[src/rtl/z8_uart_pkg.sv]
// Shared definitions for the z8_uart serial block: FSM state encodings and parity helper.
// The optional parity bit is enabled with the Z8_UART_PARITY_EN macro.
package z8_uart_pkg;

  localparam logic [2:0] UART_IDLE   = 3'd0;
  localparam logic [2:0] UART_START  = 3'd1;
  localparam logic [2:0] UART_DATA   = 3'd2;
  localparam logic [2:0] UART_PARITY = 3'd3;
  localparam logic [2:0] UART_STOP   = 3'd4;
  localparam logic [2:0] UART_WAIT   = 3'd5;

  // Even parity over up to 9 payload bits (unused upper bits must be zero).
  function automatic logic even_parity9(input logic [8:0] d);
    return ^d;
  endfunction

endpackage

[src/rtl/z8_uart_fifo.sv]
// Synchronous FIFO used for both the TX and RX queues of z8_uart.
// A push while full is honoured only when a pop frees a slot in the same cycle; no empty bypass.
module z8_uart_fifo #(
  parameter int WIDTH = 8,
  parameter int DEPTH = 4
) (
  input  logic             clk,
  input  logic             reset_n,
  input  logic             push,
  input  logic [WIDTH-1:0] wdata,
  input  logic             pop,
  output logic [WIDTH-1:0] rdata,
  output logic             full,
  output logic             empty
);

  localparam int AW = $clog2(DEPTH);
  localparam logic [AW:0] PTR_ONE = (AW+1)'(1);

  logic [AW:0]      wptr;
  logic [AW:0]      rptr;
  logic [WIDTH-1:0] mem [DEPTH];
  logic             push_ok;
  logic             pop_ok;

  assign empty   = (wptr == rptr);
  assign full    = (wptr[AW] != rptr[AW]) && (wptr[AW-1:0] == rptr[AW-1:0]);
  assign pop_ok  = pop && !empty;
  assign push_ok = push && (!full || pop_ok);
  assign rdata   = mem[rptr[AW-1:0]];

  always_ff @(posedge clk or negedge reset_n) begin
    if (!reset_n) begin
      wptr <= '0;
      rptr <= '0;
    end else begin
      if (push_ok) wptr <= wptr + PTR_ONE;
      if (pop_ok)  rptr <= rptr + PTR_ONE;
    end
  end

  always_ff @(posedge clk) begin
    if (push_ok) mem[wptr[AW-1:0]] <= wdata;
  end

endmodule

[src/rtl/z8_uart.sv]
// Parametrised full-duplex UART with TX/RX FIFOs, overrun and framing detection.
// Define Z8_UART_PARITY_EN to add an even-parity bit after the data on both directions.
module z8_uart
  import z8_uart_pkg::*;
#(
  parameter int CLK_DIV    = 104,
  parameter int DATA_BITS  = 8,
  parameter int STOP_BITS  = 1,
  parameter int FIFO_DEPTH = 4
) (
  input  logic                 clk,
  input  logic                 reset_n,
  input  logic                 serialIn,
  output logic                 serialOut,
  input  logic [DATA_BITS-1:0] tx_data,
  input  logic                 tx_valid,
  output logic                 tx_ready,
  output logic [DATA_BITS-1:0] rx_data,
  output logic                 rx_valid,
  input  logic                 rx_ready,
  input  logic                 err_clr,
  output logic                 rx_overrun,
  output logic                 rx_frame_err,
  output logic                 rx_parity_err
);

  localparam int              CW        = $clog2(CLK_DIV);
  localparam int              BW        = 4;
  localparam logic [CW-1:0]   CNT_ONE   = CW'(1);
  localparam logic [CW-1:0]   DIV_LAST  = CW'(CLK_DIV - 1);
  localparam logic [CW-1:0]   HALF_LAST = CW'(CLK_DIV / 2 - 1);
  localparam logic [BW-1:0]   BIT_ONE   = BW'(1);
  localparam logic [BW-1:0]   DATA_LAST = BW'(DATA_BITS - 1);
  localparam logic [BW-1:0]   STOP_LAST = BW'(STOP_BITS - 1);

  logic [DATA_BITS-1:0] tx_head;
  logic                 tx_full;
  logic                 tx_empty;
  logic                 tx_pop;
  logic                 tx_term;
  logic [2:0]           tx_state;
  logic [CW-1:0]        tx_cnt;
  logic [BW-1:0]        tx_bit;
  logic [DATA_BITS-1:0] tx_shift;
  logic                 tx_line;

  logic                 rx_full;
  logic                 rx_empty;
  logic                 rx_push;
  logic                 rx_term;
  logic                 rx_keep;
  logic                 rx_meta;
  logic                 rx_sync;
  logic                 rx_prev;
  logic [2:0]           rx_state;
  logic [CW-1:0]        rx_cnt;
  logic [BW-1:0]        rx_bit;
  logic [DATA_BITS-1:0] rx_shift;
  logic                 ovr_set;
  logic                 frm_set;

  assign serialOut = tx_line;
  assign tx_ready  = !tx_full;
  assign rx_valid  = !rx_empty;

  z8_uart_fifo #(.WIDTH(DATA_BITS), .DEPTH(FIFO_DEPTH)) u_tx_fifo (
    .clk(clk), .reset_n(reset_n), .push(tx_valid && !tx_full), .wdata(tx_data),
    .pop(tx_pop), .rdata(tx_head), .full(tx_full), .empty(tx_empty)
  );

  z8_uart_fifo #(.WIDTH(DATA_BITS), .DEPTH(FIFO_DEPTH)) u_rx_fifo (
    .clk(clk), .reset_n(reset_n), .push(rx_push), .wdata(rx_shift),
    .pop(rx_ready), .rdata(rx_data), .full(rx_full), .empty(rx_empty)
  );

  // ---------------------------------------------------------------- transmit
  assign tx_term = (tx_cnt == DIV_LAST);

  // A frame starts from IDLE, or directly from the end of STOP so queued frames run gap-free.
  always_comb begin
    tx_pop = 1'b0;
    if (!tx_empty && ((tx_state == UART_IDLE) ||
        ((tx_state == UART_STOP) && tx_term && (tx_bit == STOP_LAST)))) begin
      tx_pop = 1'b1;
    end else begin
      tx_pop = 1'b0;
    end
  end

`ifdef Z8_UART_PARITY_EN
  logic tx_par;

  always_ff @(posedge clk or negedge reset_n) begin
    if (!reset_n) tx_par <= 1'b0;
    else if (tx_pop) tx_par <= even_parity9(9'(tx_head));
    else tx_par <= tx_par;
  end
`endif

  always_ff @(posedge clk or negedge reset_n) begin
    if (!reset_n) begin
      tx_state <= UART_IDLE;
      tx_cnt   <= '0;
      tx_bit   <= '0;
      tx_shift <= '0;
      tx_line  <= 1'b1;
    end else begin
      case (tx_state)
        UART_IDLE: begin
          tx_cnt <= '0;
          tx_bit <= '0;
          if (tx_pop) begin
            tx_state <= UART_START;
            tx_shift <= tx_head;
            tx_line  <= 1'b0;
          end
        end
        UART_START: begin
          if (tx_term) begin
            tx_cnt   <= '0;
            tx_state <= UART_DATA;
            tx_line  <= tx_shift[0];
            tx_shift <= tx_shift >> 1;
          end else tx_cnt <= tx_cnt + CNT_ONE;
        end
        UART_DATA: begin
          if (tx_term) begin
            tx_cnt <= '0;
            if (tx_bit == DATA_LAST) begin
              tx_bit <= '0;
`ifdef Z8_UART_PARITY_EN
              tx_state <= UART_PARITY;
              tx_line  <= tx_par;
`else
              tx_state <= UART_STOP;
              tx_line  <= 1'b1;
`endif
            end else begin
              tx_bit   <= tx_bit + BIT_ONE;
              tx_line  <= tx_shift[0];
              tx_shift <= tx_shift >> 1;
            end
          end else tx_cnt <= tx_cnt + CNT_ONE;
        end
`ifdef Z8_UART_PARITY_EN
        UART_PARITY: begin
          if (tx_term) begin
            tx_cnt   <= '0;
            tx_state <= UART_STOP;
            tx_line  <= 1'b1;
          end else tx_cnt <= tx_cnt + CNT_ONE;
        end
`endif
        UART_STOP: begin
          if (tx_term) begin
            tx_cnt <= '0;
            if (tx_bit == STOP_LAST) begin
              tx_bit <= '0;
              if (tx_pop) begin
                tx_state <= UART_START;
                tx_shift <= tx_head;
                tx_line  <= 1'b0;
              end else tx_state <= UART_IDLE;
            end else tx_bit <= tx_bit + BIT_ONE;
          end else tx_cnt <= tx_cnt + CNT_ONE;
        end
        default: begin
          tx_state <= UART_IDLE;
          tx_line  <= 1'b1;
        end
      endcase
    end
  end

  // ----------------------------------------------------------------- receive
  always_ff @(posedge clk or negedge reset_n) begin
    if (!reset_n) begin
      rx_meta <= 1'b1;
      rx_sync <= 1'b1;
      rx_prev <= 1'b1;
    end else begin
      rx_meta <= serialIn;
      rx_sync <= rx_meta;
      rx_prev <= rx_sync;
    end
  end

  assign rx_term = (rx_state == UART_START) ? (rx_cnt == HALF_LAST) : (rx_cnt == DIV_LAST);

`ifdef Z8_UART_PARITY_EN
  logic rx_bad;
  logic par_set;

  assign par_set = (rx_state == UART_PARITY) && rx_term &&
                   (rx_sync != even_parity9(9'(rx_shift)));
  assign rx_keep = !rx_bad;

  // A parity mismatch marks the frame for discard at its stop bit.
  always_ff @(posedge clk or negedge reset_n) begin
    if (!reset_n) rx_bad <= 1'b0;
    else if (rx_state == UART_IDLE) rx_bad <= 1'b0;
    else if (par_set) rx_bad <= 1'b1;
    else rx_bad <= rx_bad;
  end

  always_ff @(posedge clk or negedge reset_n) begin
    if (!reset_n) rx_parity_err <= 1'b0;
    else if (par_set) rx_parity_err <= 1'b1;
    else if (err_clr) rx_parity_err <= 1'b0;
    else rx_parity_err <= rx_parity_err;
  end
`else
  assign rx_keep       = 1'b1;
  assign rx_parity_err = 1'b0;
`endif

  always_comb begin
    rx_push = 1'b0;
    ovr_set = 1'b0;
    frm_set = 1'b0;
    if ((rx_state == UART_STOP) && rx_term) begin
      if (!rx_sync) frm_set = 1'b1;
      else if (rx_keep) begin
        rx_push = 1'b1;
        ovr_set = rx_full && !rx_ready;
      end else begin
        rx_push = 1'b0;
      end
    end else begin
      rx_push = 1'b0;
    end
  end

  always_ff @(posedge clk or negedge reset_n) begin
    if (!reset_n) begin
      rx_state <= UART_IDLE;
      rx_cnt   <= '0;
      rx_bit   <= '0;
      rx_shift <= '0;
    end else begin
      case (rx_state)
        UART_IDLE: begin
          rx_cnt <= '0;
          rx_bit <= '0;
          if (rx_prev && !rx_sync) rx_state <= UART_START;
        end
        UART_START: begin
          if (rx_term) begin
            rx_cnt   <= '0;
            rx_state <= rx_sync ? UART_IDLE : UART_DATA;
          end else rx_cnt <= rx_cnt + CNT_ONE;
        end
        UART_DATA: begin
          if (rx_term) begin
            rx_cnt   <= '0;
            rx_shift <= {rx_sync, rx_shift[DATA_BITS-1:1]};
            if (rx_bit == DATA_LAST) begin
              rx_bit <= '0;
`ifdef Z8_UART_PARITY_EN
              rx_state <= UART_PARITY;
`else
              rx_state <= UART_STOP;
`endif
            end else rx_bit <= rx_bit + BIT_ONE;
          end else rx_cnt <= rx_cnt + CNT_ONE;
        end
`ifdef Z8_UART_PARITY_EN
        UART_PARITY: begin
          if (rx_term) begin
            rx_cnt   <= '0;
            rx_state <= UART_STOP;
          end else rx_cnt <= rx_cnt + CNT_ONE;
        end
`endif
        // Only the first stop bit is checked; a low one waits for an idle line.
        UART_STOP: begin
          if (rx_term) begin
            rx_cnt   <= '0;
            rx_state <= rx_sync ? UART_IDLE : UART_WAIT;
          end else rx_cnt <= rx_cnt + CNT_ONE;
        end
        UART_WAIT: begin
          if (rx_sync) rx_state <= UART_IDLE;
        end
        default: rx_state <= UART_IDLE;
      endcase
    end
  end

  // Sticky error flags: a same-cycle set beats err_clr.
  always_ff @(posedge clk or negedge reset_n) begin
    if (!reset_n) begin
      rx_overrun   <= 1'b0;
      rx_frame_err <= 1'b0;
    end else begin
      if (ovr_set) rx_overrun <= 1'b1;
      else if (err_clr) rx_overrun <= 1'b0;
      else rx_overrun <= rx_overrun;
      if (frm_set) rx_frame_err <= 1'b1;
      else if (err_clr) rx_frame_err <= 1'b0;
      else rx_frame_err <= rx_frame_err;
    end
  end

endmodule

[config.mk]
export PLATFORM = sky130hd
export DESIGN_NAME = z8_uart
export DESIGN_NICKNAME = d
export VERILOG_FILES = /design/src/rtl/z8_uart_pkg.sv /design/src/rtl/z8_uart_fifo.sv /design/src/rtl/z8_uart.sv
export SDC_FILE = /design/constraint.sdc
export NUM_CORES = 1
export LEC_CHECK = 0
export ABC_AREA = 1
export CORE_ASPECT_RATIO = 0.9
export CORE_UTILIZATION = 45
export DETAILED_ROUTE_END_ITERATION = 8
export PLACE_DENSITY = 0.73
export SLEW_MARGIN = 20
export SYNTH_ARGS = -nofsm -noshare
export SYNTH_HDL_FRONTEND = slang
export SYNTH_SLANG_ARGS = --single-unit
[constraint.sdc]
create_clock -name clk -period 1.96 [get_ports clk]
set_input_delay 0.588 -clock clk [delete_from_list [all_inputs] [get_ports clk]]
set_output_delay 0.588 -clock clk [all_outputs]
set_load 0.02 [all_outputs]
Word-level counts from Yosys, hierarchy flattened
Memories as Yosys holds them, arrays and structs flattened.
Cells that the tools add are included.
Widths: inputs -> output; s select.
- register bits: 62
- memory bits (writable): 64
- word-level logic and storage cells: 158
- memories kept: 2
- memory list (name ; words ; bits a word ; read ports ; clocked after memory_dff ; write ports ; line ; RTL):
    u_rx_fifo.mem ; 4 ; 8 ; 1 ; 0 ; 1 ; z8_uart_fifo.sv:22 ; logic [WIDTH-1:0] mem [DEPTH];
    u_tx_fifo.mem ; 4 ; 8 ; 1 ; 0 ; 1 ; z8_uart_fifo.sv:22 ;
- add/sub/neg operators: 8
- equal/unequal tests: 31
- multiplexer cells: 58
- reduce and logical (&&, ||, !) cells: 41
- operators by type and width (cell ; count):
    $mux 8 ; 6
    $mux 3 ; 13
    $pmux 8 s4 ; 1
    $pmux 7 s2 ; 2
    $mux 4 ; 6
    $mux 1 ; 22
    $ne 2x2->1 const B ; 11
    $reduce_and 6->1 ; 3
    $pmux 3 s5 ; 1
    $add 7x1->7 const B ; 2
    $eq 7x7->1 const B ; 2
    $mux 7 ; 2
    $logic_and 1x1->1 ; 13
    $add 3x1->3 const B ; 4
    $pmux 3 s4 ; 1
    $pmux 4 s3 ; 1
    $reduce_bool 2->1 ; 5
    $eq 3x3->1 const B ; 3
    $add 4x1->4 const B ; 2
    $eq 4x3->1 const B ; 2
    $pmux 4 s2 ; 1
    $eq 7x6->1 const B ; 1
    $eq 3x1->1 const B ; 2
    $eq 3x2->1 const B ; 2
    16 further kinds ; 30

Longest topological paths before layout
Gate-level depths: netlist (run 1).
- word-level depth: 11
- depth in mapped cells: 11

Hierarchy
Synthesis (run 1) repeated with hierarchy kept, for this count alone.
- cell total of the unflattened synthesis: 633
- area total of the unflattened synthesis: 6069.6 um^2
- by module, submodules not included (module ; times used ; cells an instance ; area an instance (um^2)):
    z8_uart ; 1 ; 359 ; 2782.7
    z8_uart_fifo (u_tx_fifo) ; 1 ; 137 ; 1661.6
    z8_uart_fifo (u_rx_fifo) ; 1 ; 137 ; 1625.3

Worst setup path after synthesis (run 1)
No wires, ideal clock.
- path type: register to output
- from: register u_rx_fifo.rptr[0]
- to: output port rx_data[2]
- arrival: 1389 ps
- required time: 1372 ps
- slack: -17 ps
- cell stages (with the launch flop): 6
- buffers on the path: 2
- path through: dfrtp_1 > buf_2 > inv_1 > buf_1 > o21ai_0 > o22ai_1
- longest elaborated chain between the ends: 1
- ends and longest elaborated chain (what ; line ; RTL):
    from (decl) ; z8_uart_fifo.sv:21 ; logic [AW:0] rptr;
    from (signal assigned) ; z8_uart_fifo.sv:38 ; if (pop_ok) rptr <= rptr + PTR_ONE;
    $mem_v2 4x8 ; n/a ;
    to (decl) ; z8_uart.sv:18 ; output logic [DATA_BITS-1:0] rx_data,
No other way between the ends.

Worst setup path in the final report (run 1)
- from: register u_rx_fifo.rptr[0]
- to: output port rx_valid
- longest elaborated chain between the ends: 2
- ends and longest elaborated chain (what ; line ; RTL):
    $eq 3x3->1 ; z8_uart_fifo.sv:26 ; assign empty = (wptr == rptr);
    $logic_not 1->1 ; z8_uart.sv:64 ; assign rx_valid = !rx_empty;
    to (decl) ; z8_uart.sv:19 ; output logic rx_valid,
No other way between the ends.

==> impl_metrics.toml, run 1 <==
[timing]
fmax_mhz = 472
rsz0062_at_grt = "yes"
skew_ns = 0.00908
setup_violations = 9
layout_min_cycle_time_ns = 2.12
period_share_pct = 108
tightest_slew_ns = 0.504
timing_hold_violations_final = 0
max-slew-margin-rel_pct = 66.4
slew_violations = 0
setup_ws_ns = -0.158

[power_and_ir_drop]
power.total_mw = 8.79
vdd.ir_drop.worst_v = 0.000744
p_leak_nw = 3.33
p_per_area_nw_per_um2 = 1180

[logic_synthesis]
ys_ff_latch = 126
yosysTopAreaCellShare_pct = 32.7
synth_area_um2 = 5880
yosys_warnings = 0
syn_avg_cell_area_um2 = 10.1
yosys-top-cells-area = "edfxtp_1 (33%), dfrtp_1 (25%), nand2_1 (8.4%), nor2_1 (4.0%), o21ai_0 (3.7%)"
yosys.area.top_type = "edfxtp_1"
synth_edf_count = 64
postSynthCellCount = 584
yosysSeqAreaShare_pct = 59.1
synth_top_flop_cell = "edfxtp_1"
synth.distinct_cells = 42
async_flop_share_pct = 49.2
syn_nets = 613

[drt]
wl_mm = 11.7
wl_per_cell_um = 13.9
vias = 4261
avgViaCountPerCell = 5.07
postRouteAntennaNets = 0
drt_iter0_drc = 232
drc = 0
first_pass_iters = 4

[placed_design]
dp_hpwl_mm = 7.97
pre_cts_ws_ns = -0.113
gp_congestion = 0.792
port_buffers = 26
place_inst = 794

[clocking]
cts.clk_slew.worst_paths_ns = 0.06
clk_latency_ns = 0.42
cts_hold_repair.buffers = 0
clockRootBuffer = "clkbuf_16"
clockBufferDepth = 2
cts.sinks = 126
cts_tree = "yes"
cts-buffers-inserted = 17
cts.htree.levels = 4

[die]
die_w_um = 123
initial_core_util_pct = 46.2
core-area_um2 = 12700
rows = 39
pin_count = 28
die_h_um = 110
die-area_um2 = 13500

[global_routing]
grt_usage_pct = 18.9
grt_max_degree = 26
grt_pass1_wl_mm = 19.6
grt-ovfl-total = 0
antenna_found_initial = 0
first_global_vias = 4274

[critical_path]
startpoint_type = "flop"
setup.worst_path.end_class = "primary output"
required_ns = 1.37
crit_type = "reg2out"
crit_fanout = 5
crit_arrival_ns = 1.53

[status]
violations = "negative setup slack"
status = "complete, but fails checks"

[worst_hold_path]
hp-class = "in2async"

[job]
maxCapViolCount = 0

[finish]
nFillCells = 1008
regArea_um2 = 3480
final_util_pct = 58.3
area_growth_pct = 26.2
multiInputGateArea_um2 = 2280
fin_cells = 840
nets = 692
drive_gt1_share_pct = 23.1
antennaDiodeCount = 0
-- placed cells by master, fill, tap and decap left out, types with 12 or more instances in the layout --
cell type,instances
nand2_1,130
edfxtp_1,64
dfrtp_1,58
nor2_1,51
inv_1,49
buf_4,40
nand3_1,36
o21ai_0,28
a21oi_1,18
clkbuf_16,17
ha_1,14
xor2_1,13
clkdlybuf4s50_1,12
-- flip-flops by register name, summed over array words and instances, names as in the netlist --
register	count
tx_bit	4
u_tx_fifo.rptr	3
u_tx_fifo.wptr	3
rx_sync	1
rx_shift	8
u_rx_fifo.mem	32
rx_frame_err	1
rx_bit	4
rx_meta	1
rx_cnt	7
rx_overrun	1
tx_shift	8
tx_cnt	7
u_tx_fifo.mem	32
tx_state	3
u_rx_fifo.wptr	3
u_rx_fifo.rptr	3
serialOut	1
rx_prev	1
rx_state	3
-- logic make-up after synthesis --
| family | share of synthesized area, % |
|---|---|
| xor gates and xnor gates | 2.98 |
| DFF | 59.1 |
| and+or+nand+nor | 21.6 |
| AOI/OAI and AO/OA | 8.19 |
| adders and majority gates | 3.19 |
| other | 0.0638 |
| buffers and inverters | 4.85 |
-- report_power, final --
part / leakage, nW / internal, mW / switching (mW)
clock: 0.284 / 1.93 / 1.10
sequential: 1.44 / 3.06 / 0.167
combinational: 1.60 / 1.17 / 1.36
total: 3.33 / 6.16 / 2.63
-- per-layer routing --
metal  track usage, %  wire length [µm]
met4             7.89               157
met1             23.4              5170
met5                0                 0
met3             5.99               512
met2             30.3              5840
-- critical path, stage by stage (launching register included) --
cell,delay [ns]
dfrtp_1,0.41
buf_6,0.15
xor2_1,0.16
nor2_1,0.14
nand2_1,0.11
buf_6,0.15
-- what timing repair did --
action,in CTS,in global routing
setup endpoints to repair,13,34
buffers inserted,1,14
resized for setup,91,21
pin swaps,5,11
gates cloned,0,0
-- synthesized netlist by cell type, types with 6 or more instances --
library cell	n
inv_1	51
o21ai_0	43
a21oi_1	18
ha_1	15
nand3_1	38
nor2_1	62
xor2_1	14
nand2_4	6
o22ai_1	15
xnor2_1	6
nand2_1	131
edfxtp_1	64
dfrtp_1	58
-- final timing paths --
kind / slack [ns] / cells past startpoint / to / startpoint
worst max-delay path: -0.16 / 5 / rx_valid / u_rx_fifo.rptr[0]
worst min-delay path: 0.14 / 1 / rx_cnt[6] / reset_n
worst max register to register: 0.06 / 9 / u_rx_fifo.mem[3][7] / u_rx_fifo.rptr[0]
worst min register to register: 0.36 / 0 / rx_sync / rx_meta
max in group asynchronous: 1.24 / 2 / serialOut / reset_n
min in group clk: 0.36 / 0 / rx_sync / rx_meta
-- cell type report --
class,instances,area share (%)
tap,164,2.77
timing repair buffer,71,8.84
multi-input combinational,389,30.7
clock inverter,10,1.55
inverter,58,3.04
clock buffer,22,6.26
sequential,126,46.9
-- stage by stage --
stage	cell area, µm²	TNS, ns	hold WS (ns)
after floorplan	5930	0	0.292
after global placement	6610	-1.40	0.347
after detailed placement	6610	-3.03	0.347
after CTS	7250	-0.601	0.130
after global routing	7420	-2.03	0.141
final	7420	-0.612	0.135
Power figures use the tool's default switching activity.
==> run 2: changes to the inputs <==
--- a/config.mk
+++ b/config.mk
@@ -14,3 +14,4 @@
 export SYNTH_ARGS = -nofsm -noshare
 export SYNTH_HDL_FRONTEND = slang
 export SYNTH_SLANG_ARGS = --single-unit
+export TNS_END_PERCENT = 100
==> results of run 2 <==
The final DEF is identical to that of run 1; final timing and power are the same.
==> run 3: changes to the inputs <==
--- a/config.mk
+++ b/config.mk
@@ -6,10 +6,12 @@
 export NUM_CORES = 1
 export LEC_CHECK = 0
 export ABC_AREA = 1
+export CAP_MARGIN = 25
 export CORE_ASPECT_RATIO = 0.9
 export CORE_UTILIZATION = 45
 export DETAILED_ROUTE_END_ITERATION = 8
 export PLACE_DENSITY = 0.73
+export SKIP_LAST_GASP = 1
 export SLEW_MARGIN = 20
 export SYNTH_ARGS = -nofsm -noshare
 export SYNTH_HDL_FRONTEND = slang
==> run 3 against run 2 <==
Compared with the run above: the flow still finishes with violations (negative setup slack); combinational power hardly changed; first-iteration DRC count rose by 5.2%; total power shrank 0.37%; fmax increased by 0.21%; clock skew down 0.0030 ns; setup slack better by 0.0045 ns; highest routed layer unchanged.
==> impl_metrics.toml, run 3 (same netlist as run 1, synthesis figures left out) <==
[drt]
vias = 4256
wl_met1_mm = 5.19
wl_mm = 11.7
wl_per_cell_um = 13.9
maxUsedRoutingLayer = "met4"
dr_wl_met2_mm = 5.84
first_pass_iters = 4
postRouteAntennaNets = 0
wl_met3_um = 469
drc = 0
drt_iter0_drc = 244
avgViaCountPerCell = 5.07

[timing]
layout_min_cycle_time_ns = 2.11
max-slew-margin-rel_pct = 66.3
setup_ws_ns = -0.153
period_share_pct = 108
slew_violations = 0
tightest_slew_ns = 0.505
setup_violations = 9
whs_ns = 0.137
timing_hold_violations_final = 0
rsz0062_at_grt = "yes"
skew_ns = 0.00605
setup_tns_ns = -0.569
fmax_mhz = 473

[placed_design]
dp_hpwl_mm = 7.97
port_buffers = 26
place_inst = 794
pre_cts_ws_ns = -0.113
gp_congestion = 0.792
postPlaceCellArea_um2 = 6610

[finish]
multiInputGateArea_um2 = 2260
regArea_um2 = 3480
area_growth_pct = 25.9
design_area_um2 = 7400
nets = 692
nFillCells = 1005
drive_gt1_share_pct = 22.3
final_cell_mix = "nand2_1 (130), edfxtp_1 (64), dfrtp_1 (58)"
layout.cells.most_common = "nand2_1"
fin_cells = 840
final_util_pct = 58.1
antennaDiodeCount = 0

[critical_path]
r2r_cells = 9
worst_r2r_endpoint = "u_rx_fifo.mem[3][7]"
required_ns = 1.37
crit_type = "reg2out"
crit_arrival_ns = 1.53
crit-reg2reg-launch = "u_rx_fifo.rptr[0]"
startpoint_type = "flop"
crit_fanout = 5
setup.worst_path.end_class = "primary output"
regToRegSetupSlack_ns = 0.06

[clocking]
cts.htree.levels = 4
cts.sinks = 126
cts-buffers-inserted = 17
clk_latency_ns = 0.42
clockBufferDepth = 2
cts.clk_slew.worst_paths_ns = 0.06
cts_hold_repair.buffers = 0
cts_tree = "yes"
clockRootBuffer = "clkbuf_16"

[global_routing]
grt_usage_pct = 18.9
antenna_found_initial = 0
grt_max_degree = 26
grt-ovfl-total = 0
first_global_vias = 4279
grt_pass1_wl_mm = 19.6

[power_and_ir_drop]
p_sw_share_pct = 29.8
pwr-share-clk_pct = 34.6
pwr-share-comb_pct = 28.6
p_per_area_nw_per_um2 = 1180
power.total_mw = 8.76
seqPwrFrac_pct = 36.8
p_leak_nw = 3.32
p_int_mw = 6.14
p_sw_mw = 2.61
vdd.ir_drop.worst_v = 0.000746

[status]
status = "complete, but fails checks"
violations = "negative setup slack"

[die]
die_w_um = 123
pin_count = 28
core-area_um2 = 12700
die-area_um2 = 13500
initial_core_util_pct = 46.2
die_h_um = 110
rows = 39

[job]
maxCapViolCount = 0

[worst_hold_path]
hp-class = "in2async"
[run 3: cell counts in the layout (fill, tap and decap cells not counted)]
Identical to the previous run, type by type.
[run 3: worst max path at each step]
| stage | end | slack, ns | depth (start not counted) | start |
|---|---|---|---|---|
| final | rx_valid | -0.15 | 5 | u_rx_fifo.rptr[0] |
| after global placement | rx_data[2] | -0.09 | 5 | u_rx_fifo.rptr[0] |
| after floorplan | u_tx_fifo.mem[3][0] | 0.05 | 5 | u_tx_fifo.rptr[0] |
| after detailed placement | rx_data[7] | -0.11 | 5 | u_rx_fifo.rptr[0] |
| after CTS | rx_valid | -0.16 | 5 | u_rx_fifo.rptr[0] |
| after global routing | rx_valid | -0.22 | 5 | u_rx_fifo.rptr[0] |
[run 3: worst max-delay path, cell delays in order, from the launching register on]
cell	delay, ns
dfrtp_1	0.41
buf_6	0.15
xor2_1	0.16
nor2_1	0.14
nand2_1	0.11
buf_6	0.15
[run 3: layer usage]
layer  vias to the layer above  GRT usage, %
li1                       2111             -
met4                         0          7.89
met2                        82          30.3
met5                         -             0
met1                      2047          23.4
met3                        16          5.99
[run 3: layout make-up]
| class | instances | area share [%] |
|---|---|---|
| multi-input combinational | 389 | 30.6 |
| timing repair buffer | 71 | 8.81 |
| sequential | 126 | 47.0 |
| clock buffer | 22 | 6.27 |
| inverter | 58 | 3.04 |
| tap | 164 | 2.77 |
| clock inverter | 10 | 1.55 |
[run 3: what timing repair did]
action | CTS | global route
gates resized for setup | 86 | 20
endpoints found under the hold margin | 0 | 0
setup endpoints to repair | 13 | 34
buffers inserted | 1 | 14
pin swaps | 5 | 12
[run 3: power groups by stage]
stage	registers, mW	logic, mW	clock network (mW)
global route	3.24	2.75	3.22
global placement	3.24	1.99	0
floorplan	3.22	1.27	0
detailed placement	3.25	2.10	0
CTS	3.22	2.26	3.09
finish	3.22	2.50	3.03
